--- src/rtl/shift_iter.sv ---
`default_nettype none
// ============================================================================
//  Module   : shift_iter
//  Brief    : Multi-cycle iterative shifter (SLL / SRL / SRA, 32-bit word,
//             shift amount 0-31), one bit position per clock, returned
//             through a start/busy/done handshake.
//  Revision : 1.0 - initial release
// ============================================================================
module shift_iter (
  input  logic        clk,
  input  logic        reset,
  input  logic        start,
  input  logic [0:31] X,
  input  logic [0:4]  shamt,
  input  logic        arith,
  input  logic        right,
  output logic        busy,
  output logic        done,
  output logic [0:31] Z
);

  // Two-state controller: waiting for a request, or stepping the accumulator.
  typedef enum logic [0:0] {
    ST_IDLE = 1'b0,
    ST_RUN  = 1'b1
  } state_t;

  state_t      r_state;
  state_t      w_state_nxt;

  logic [0:31] r_acc;      // operand being shifted in place
  logic [0:4]  r_cnt;      // remaining single-bit steps
  logic        r_arith;    // mode captured at accept time
  logic        r_right;    // direction captured at accept time
  logic        r_done;
  logic [0:31] r_z;

  logic        w_accept;   // request taken this edge
  logic        w_finish;   // result published this edge
  logic        w_fill;     // bit shifted in at the MSB on a right shift
  logic [0:31] w_acc_step; // accumulator after one step

  // State register; reset wins over any pending request.
  always_ff @(posedge clk) begin
    if (reset) begin
      r_state <= ST_IDLE;
    end else begin
      r_state <= w_state_nxt;
    end
  end

  // Next-state and handshake decode. A request is only considered in IDLE,
  // so start during RUN (including the finishing edge) is dropped.
  always_comb begin
    w_state_nxt = r_state;
    w_accept    = 1'b0;
    w_finish    = 1'b0;
    case (r_state)
      ST_IDLE: begin
        if (start) begin
          w_accept    = 1'b1;
          w_state_nxt = ST_RUN;
        end
      end
      ST_RUN: begin
        if (r_cnt == 5'd0) begin
          w_finish    = 1'b1;
          w_state_nxt = ST_IDLE;
        end
      end
      default: begin
        w_state_nxt = ST_IDLE;
      end
    endcase
  end

  // One-position shift. Bit 0 is the MSB; for arithmetic right shifts it
  // is the original sign bit and stays so, since it refills itself.
  always_comb begin
    w_fill     = r_right & r_arith & r_acc[0];
    w_acc_step = r_acc;
    if (r_right) begin
      w_acc_step = {w_fill, r_acc[0:30]};
    end else begin
      w_acc_step = {r_acc[1:31], 1'b0};
    end
  end

  // Datapath: load on accept, step while counting, publish on finish.
  always_ff @(posedge clk) begin
    if (reset) begin
      r_acc   <= '0;
      r_cnt   <= '0;
      r_arith <= 1'b0;
      r_right <= 1'b0;
      r_done  <= 1'b0;
      r_z     <= '0;
    end else begin
      r_done <= w_finish;
      if (w_accept) begin
        r_acc   <= X;
        r_cnt   <= shamt;
        r_arith <= arith;
        r_right <= right;
      end else if ((r_state == ST_RUN) && !w_finish) begin
        r_acc <= w_acc_step;
        r_cnt <= r_cnt - 5'd1;
      end
      if (w_finish) begin
        r_z <= r_acc;
      end
    end
  end

  assign busy = (r_state == ST_RUN);
  assign done = r_done;
  assign Z    = r_z;

endmodule
`default_nettype wire
--- config.mk ---
export PLATFORM = sky130hd
export DESIGN_NAME = shift_iter
export DESIGN_NICKNAME = d
export VERILOG_FILES = /design/src/rtl/shift_iter.sv
export SDC_FILE = /design/constraint.sdc
export NUM_CORES = 1
export LEC_CHECK = 0
export CORE_MARGIN = 2
export CORE_UTILIZATION = 63
export CTS_CLUSTER_DIAMETER = 120
export DETAILED_ROUTE_END_ITERATION = 16
export DONT_BUFFER_PORTS = 1
export GPL_TIMING_DRIVEN = 1
export PLACE_DENSITY_LB_ADDON = 0.1
export SLEW_MARGIN = 20
export SYNTH_ARGS = -nofsm -noshare
export SYNTH_HDL_FRONTEND = slang
export SYNTH_SLANG_ARGS = --single-unit
export TNS_END_PERCENT = 10
--- constraint.sdc ---
create_clock -name clk -period 2.3 [get_ports clk]
set_input_delay 0.115 -clock clk [delete_from_list [all_inputs] [get_ports clk]]
set_output_delay 0.115 -clock clk [all_outputs]
set_load 0.01 [all_outputs]
==> metrics.cfg, run 1 <==
[run_status]
status=completed

[worst_setup_path]
critPathBufInv=2
crit_type=register to register
start_kind=register
path_delay_family=compound AO/OA/AOI/OAI gates
crit_path_max_incr_delay_ps=400
cp_max_fo=21
critPathCaptureType=register
cp_data_arrival_time_ps=2280
required_ps=2570
reg2reg_from=r_cnt[3]$_SDFFE_PP0P_
cp_slowest_cell=a21o_2
crit_chain=inv_1 -> ha_1 -> nor4b_4 -> a21o_2 -> buf_4 -> nand2_1 -> a21oi_1
setup.worst_path.start=r_cnt[3]$_SDFFE_PP0P_

[yosys]
synth_edf_count=0
post-synth-top-count-cell=nand2_1
synth.area.top_cells=dfxtp_1 44%, nand2_1 12%, a21oi_1 9.2%, mux2i_1 9.1%, a211o_1 7.9%
syn-cell-area_sq_um=3310
synthFlopType=dfxtp_1
syn_area_per_cell_sq_um=8.15
async_flop_share_pct=0
syn-instance-count=406
ys_ff_latch=73
syn_nets=449
synth_top_area_cell=dfxtp_1
synthDistinctLibCells=32
ys_seq_area_share_pct=44.1
yosysWarnings=0
synth.top_cell.area_share_pct=44.1
synth_common_cells=104 x nand2_1, 73 x dfxtp_1, 61 x a21oi_1

[global_routing]
track_usage_pct=25.7
grt_start_max_net_pins=75
grtUsageMet3_pct=5.92
top_usage_layer=met2
use_met1_pct=32.3
antenna_found_initial=0
grt_pass1_wl_mm=12.2
grt_pass1_vias=2666
overflow=0
use_met2_pct=42.0

[placed_design]
post-dp-hpwl_mm=4.74
place_congestion=0.797
dp.cells=453
place_ws_ps=377
port_buffers=0
dpl_cell_area_sq_um=3320

[clock_tree]
tritoncts.num_buffers=9
ctsRootBufferMaster=clkbuf_8
htree_levels=3
clkTransAtPathRegs_ps=70
cts_tree=yes
cts.sinks=73
insertion_delay_ps=340
clockBufferDepth=2

[sta]
hold_viol_final=0
skew_ps=5.47
worst_pin_slew_ps=704
hold_slack_ps=19.3
setup-tns-final_ps=0
max_freq_mhz=498
rsz0062_at_grt=false
final_max_slew_viol_count=0
slew-limit-headroom_pct=52.9
setup_viol=0
setup_ws_ps=291
finalCritPeriodShare_pct=87.3
fin_crit_ps=2010

[die]
dieArea_sq_um=5850
ios=76
fp.dieH_microns=76.5
die_w_microns=76.5
placementRows=26
initial_utilization_pct=65.2
core_sq_um=5070

[route]
num_vias=2774
dr.pass1.iters=4
totalWireLength_mm=7.41
via_per_inst=5.85
detail-route-antenna-nets=0
wl_per_cell_microns=15.6
drcViolationCount=0
first_iter_violations=175

[power]
power.density_nw_per_um2=898
ir_worst_vdd_v=0.000621
p_leak_nw=1.27
p_total_mw=3.26

[job]
maxCapViolCount=0

[final_layout]
final_area_sq_um=3630
layout.nets=442
drive_gt1_share_pct=10.4
area_delta_synth_final_pct=9.75
final_cells=474
final_util_pct=71.6
insertedDiodeCount=0

[hold_path]
min_from=shamt[2]
hp-class=input port to register

-- state kept, by name, summed over array words and instances, names as in the netlist --
signal	count
r_acc	32
Z	32
r_arith	1
r_cnt	5
r_right	1
done	1
busy	1
-- per-layer routing --
layer	vias to the layer above	part of all wire (%)
met5	-	0
met4	0	1.3
met3	7	6.2
met2	88	48
met1	1306	45
li1	1373	-
-- path summary, 6_finish.rpt --
check / cells after the start / slack [ps] / end
worst min register to register: 2 / 460 / r_arith$_SDFFE_PP0P_
worst max register to register: 7 / 290 / r_acc[17]$_SDFFE_PP0P_
worst min-delay path: 2 / 20 / r_cnt[2]$_SDFFE_PP0P_
worst max-delay path: 7 / 290 / r_acc[17]$_SDFFE_PP0P_
-- where the power goes --
group | switching [mW] | total (mW) | internal, mW
sequential | 0.125 | 1.49 | 1.37
combinational | 0.318 | 0.559 | 0.241
clock | 0.466 | 1.21 | 0.744
total | 0.909 | 3.26 | 2.35
-- what timing repair did --
action | CTS | global route
hold buffers | 5 | 0
buffers inserted | 0 | 0
gates resized for setup | 0 | 0
hold endpoints to repair | 73 | 0
-- layout by cell type, fill, tap and decap left out, types with 2 or more instances in the layout --
cell type	n
nor2_1	38
buf_4	13
nor3b_1	2
dlygate4sd3_1	4
nand2_1	104
clkbuf_8	10
bufinv_16	3
a211o_1	30
nand3_1	4
dfxtp_1	72
mux2i_1	30
a21oi_2	7
inv_1	2
clkinv_2	3
a21oi_1	61
-- cells by family (layout without fill, tap and decap cells) --
group           after synthesis  after routing  synth area share (%)
simple gates                155            155                  19.0
compound gates              109            109                  21.8
flops                        73             73                  44.1
buf+inv                      38             36                  5.59
mux                          30             30                  9.07
fa+ha+maj                     1              1                 0.378
-- worst register-to-register path, delay by kind of cell, from the launching register on --
kind | cells | cell delay (ps)
flip-flops | 1 | 330
AND/OR/NAND/NOR | 2 | 400
buffers and inverters | 2 | 410
AO/OA/AOI/OAI | 2 | 560
adder cells (fa/ha/maj) | 1 | 240
-- final cells by class --
type	count	area [sq um]
clock buffer	10	138
clock inverter	6	105
fill	435	1440
inverter	2	7.51
multi-input combinational	295	1670
sequential	73	1460
tap	70	87.6
timing repair buffer	18	165
No activity file was read; power rests on OpenSTA's default activity.
==> run 2, diff against run 1 <==
--- a/config.mk
+++ b/config.mk
@@ -5,9 +5,11 @@
 export SDC_FILE = /design/constraint.sdc
 export NUM_CORES = 1
 export LEC_CHECK = 0
-export CORE_MARGIN = 2
+export ABC_AREA = 1
+export CORE_MARGIN = 3
 export CORE_UTILIZATION = 63
 export CTS_CLUSTER_DIAMETER = 120
+export CTS_CLUSTER_SIZE = 25
 export DETAILED_ROUTE_END_ITERATION = 16
 export DONT_BUFFER_PORTS = 1
 export GPL_TIMING_DRIVEN = 1
==> run 2 against run 1 <==
First-iteration DRC count is 44% higher. Synthesized area is 2.4% higher. Cell count is 21% higher. Flip-flop and latch count stayed put. Synthesized cell count is 26% higher. Core utilization is 1.2 points lower. Power is 3.5% lower. Critical path type unchanged. Largest power group unchanged. Highest routed layer unchanged.
==> metrics.cfg, run 2 <==
[run_status]
status=completed

[final_layout]
final_area_sq_um=3620  ; -0.48%
insertedDiodeCount=0  ; unchanged
layout_commonest_cell=nor2_1
mostFrequentLayoutCells=126 x nor2_1, 81 x nand2_1, 80 x o21ai_0
layout.nets=543  ; +23%
final_cells=575  ; +21%
area_delta_synth_final_pct=6.68
drive_gt1_share_pct=6.73  ; -3.7 points

[sta]
fin_crit_ps=1790  ; -214 ps
hold_viol_final=0  ; unchanged
skew_ps=7.45  ; +1.98 ps
final_max_slew_viol_count=0  ; unchanged
setup_ws_ps=505  ; +214 ps
setup_viol=0  ; unchanged
rsz0062_at_grt=false
slew-limit-headroom_pct=55.5  ; +2.6 points
finalCritPeriodShare_pct=78.0  ; -9.3 points
hold_slack_ps=22.4  ; +3.19 ps
setup-tns-final_ps=0  ; unchanged
max_freq_mhz=557  ; +12%
worst_pin_slew_ps=665  ; -39.9 ps

[clock_tree]
cts_setup_buffers=0  ; unchanged
cts_resized=0  ; unchanged
tritoncts.num_buffers=9  ; unchanged
clkTransAtPathRegs_ps=80  ; about the same
cts.sinks=73  ; unchanged
ctsRootBufferMaster=clkbuf_8
clockBufferDepth=2  ; unchanged
cts_tree=yes
ctsHoldBuffers=4  ; -1
insertion_delay_ps=330  ; about the same
htree_levels=3  ; unchanged

[yosys]
synthFlopType=dfxtp_1
syn-instance-count=512  ; +26%
async_flop_share_pct=0  ; unchanged
ys_seq_area_share_pct=43.1  ; -1.0 points
yosysWarnings=0  ; unchanged
synth_common_cells=126 x nor2_1, 81 x nand2_1, 80 x o21ai_0
synth_top_area_cell=dfxtp_1
syn_area_per_cell_sq_um=6.62  ; -19%
post-synth-top-count-cell=nor2_1
synthDistinctLibCells=21  ; -34%
syn-cell-area_sq_um=3390  ; +2.4%
synth.area.top_cells=dfxtp_1 43%, nor2_1 14%, o21ai_0 12%, nand2_1 9.0%, a21oi_1 6.6%
synth_edf_count=0  ; unchanged
synth.top_cell.area_share_pct=43.1  ; -1.0 points
syn_nets=555  ; +24%
ys_ff_latch=73  ; unchanged

[worst_setup_path]
critPathBufInv=1  ; -1
cp_max_fo=35  ; +67%
reg2reg_from=r_cnt[4]$_SDFFE_PP0P_
required_ps=2530  ; -40 ps
cp_data_arrival_time_ps=2020  ; -260 ps
cp_slowest_cell=nand2_2
crit_path_max_incr_delay_ps=380  ; -20 ps
critPathCaptureType=register
r2r-end=r_acc[26]$_SDFFE_PP0P_
rr_worst_depth=7  ; unchanged
crit_chain=inv_1 -> ha_1 -> nand3_1 -> nand2_1 -> nand2_2 -> o21ai_0 -> nor2_1
path_delay_family=simple AND/OR/NAND/NOR gates
setup.worst_path.start=r_cnt[4]$_SDFFE_PP0P_
start_kind=register
crit_type=register to register
regToRegSetupSlack_ps=510  ; +210 ps

[power]
power.density_nw_per_um2=871  ; -3.0%
ir_worst_vdd_v=0.000602  ; -3.1%
p_leak_nw=1.42  ; +12%

[global_routing]
grt_pass1_wl_mm=12.8  ; +4.6%
grt_start_max_net_pins=38  ; -49%
track_usage_pct=25.3  ; -0.36 points
grt_pass1_vias=2799  ; +5.0%
overflow=0  ; unchanged
antenna_found_initial=0  ; unchanged

[placed_design]
dp.cells=555  ; +23%
port_buffers=0  ; unchanged
dpl_cell_area_sq_um=3370  ; +1.4%
place_congestion=0.808  ; +1.3%
place_ws_ps=572  ; +195 ps
post-dp-hpwl_mm=5.08  ; +7.2%

[die]
initial_utilization_pct=65.9  ; +0.71 points
die_w_microns=79.4  ; +3.7%
placementRows=26  ; unchanged
core_sq_um=5140  ; +1.3%
fp.dieH_microns=79.4  ; +3.7%
ios=76  ; unchanged
dieArea_sq_um=6300  ; +7.6%

[route]
drcViolationCount=0  ; unchanged
dr.pass1.iters=5  ; +1
via_per_inst=5.45  ; -6.9%
first_iter_violations=252  ; +44%
detail-route-antenna-nets=0  ; unchanged
wl_per_cell_microns=13.2  ; -16%
totalWireLength_mm=7.59  ; +2.5%
num_vias=3134  ; +13%

[hold_path]
min_from=X[29]
hold_end=r_acc[29]$_SDFFE_PP0P_
hp-class=input port to register
whs_path_depth=4  ; +2

[job]
maxCapViolCount=0  ; unchanged

-- run 2: changes by cell type in the layout (fill, tap and decap cells not counted), sizes merged, moves of 2 or more --
cell,change
o21ai,+96
nor2,+90
inv,+38
a211o,-30
mux2i,-30
a21oi,-23
nand2,-21
buf,-4
a211oi,-2
a21o,-2
bufinv,-2
nand2b,-2
nor3b,-2
-- run 2: cells by family after synthesis --
family | share of synthesized area (%)
simple gates | 25.0
compound gates | 21.2
buf+inv | 10.1
flops | 43.1
xor+xnor | 0.258
fa+ha+maj | 0.369
-- run 2: where the power goes --
group | switching, mW | total (mW) | leakage (nW) | internal [mW]
sequential | 0.120 | 1.52 | 0.598 | 1.40
clock | 0.469 | 0.992 | 0.102 | 0.523
combinational | 0.412 | 0.637 | 0.722 | 0.225
-- run 2: per-stage QoR --
stage	total power [mW]	utilization, %
after detailed placement	2.16	65.6
final	3.15	70.4
after global placement	2.14	65.6
after global routing	3.35	70.4
after CTS	3.16	70.4
after floorplan	2.06	-
-- run 2: tightest hold or removal path: cells and delay by family --
kind,cells,cell delay [ps]
simple gates,3,150
compound gates,1,60
-- run 2: area by class of cell --
class	count	area [sq um]
timing repair buffer	13	130
clock inverter	6	57.6
sequential	73	1460
multi-input combinational	363	1590
fill	480	1520
inverter	40	150
clock buffer	10	138
tap	70	87.6
-- run 2: metal layers --
metal | track usage, % | share of wire [%] | vias to the layer above
met2 | 42.3 | 49 | 98
met1 | 32.5 | 44 | 1425
met4 | 9.11 | 0.93 | 0
met3 | 4.88 | 6.0 | 6
li1 | - | - | 1605
met5 | 0 | 0 | -
-- run 2: worst max-delay path by stage --
stage | to | slack (ps) | cells after the start
after floorplan | Z[23]$_SDFFE_PP0P_ | 910 | 7
after global placement | r_acc[29]$_SDFFE_PP0P_ | 610 | 7
after detailed placement | r_acc[29]$_SDFFE_PP0P_ | 570 | 7
after CTS | r_acc[26]$_SDFFE_PP0P_ | 520 | 7
after global routing | r_acc[28]$_SDFFE_PP0P_ | 310 | 7
final | r_acc[26]$_SDFFE_PP0P_ | 510 | 7
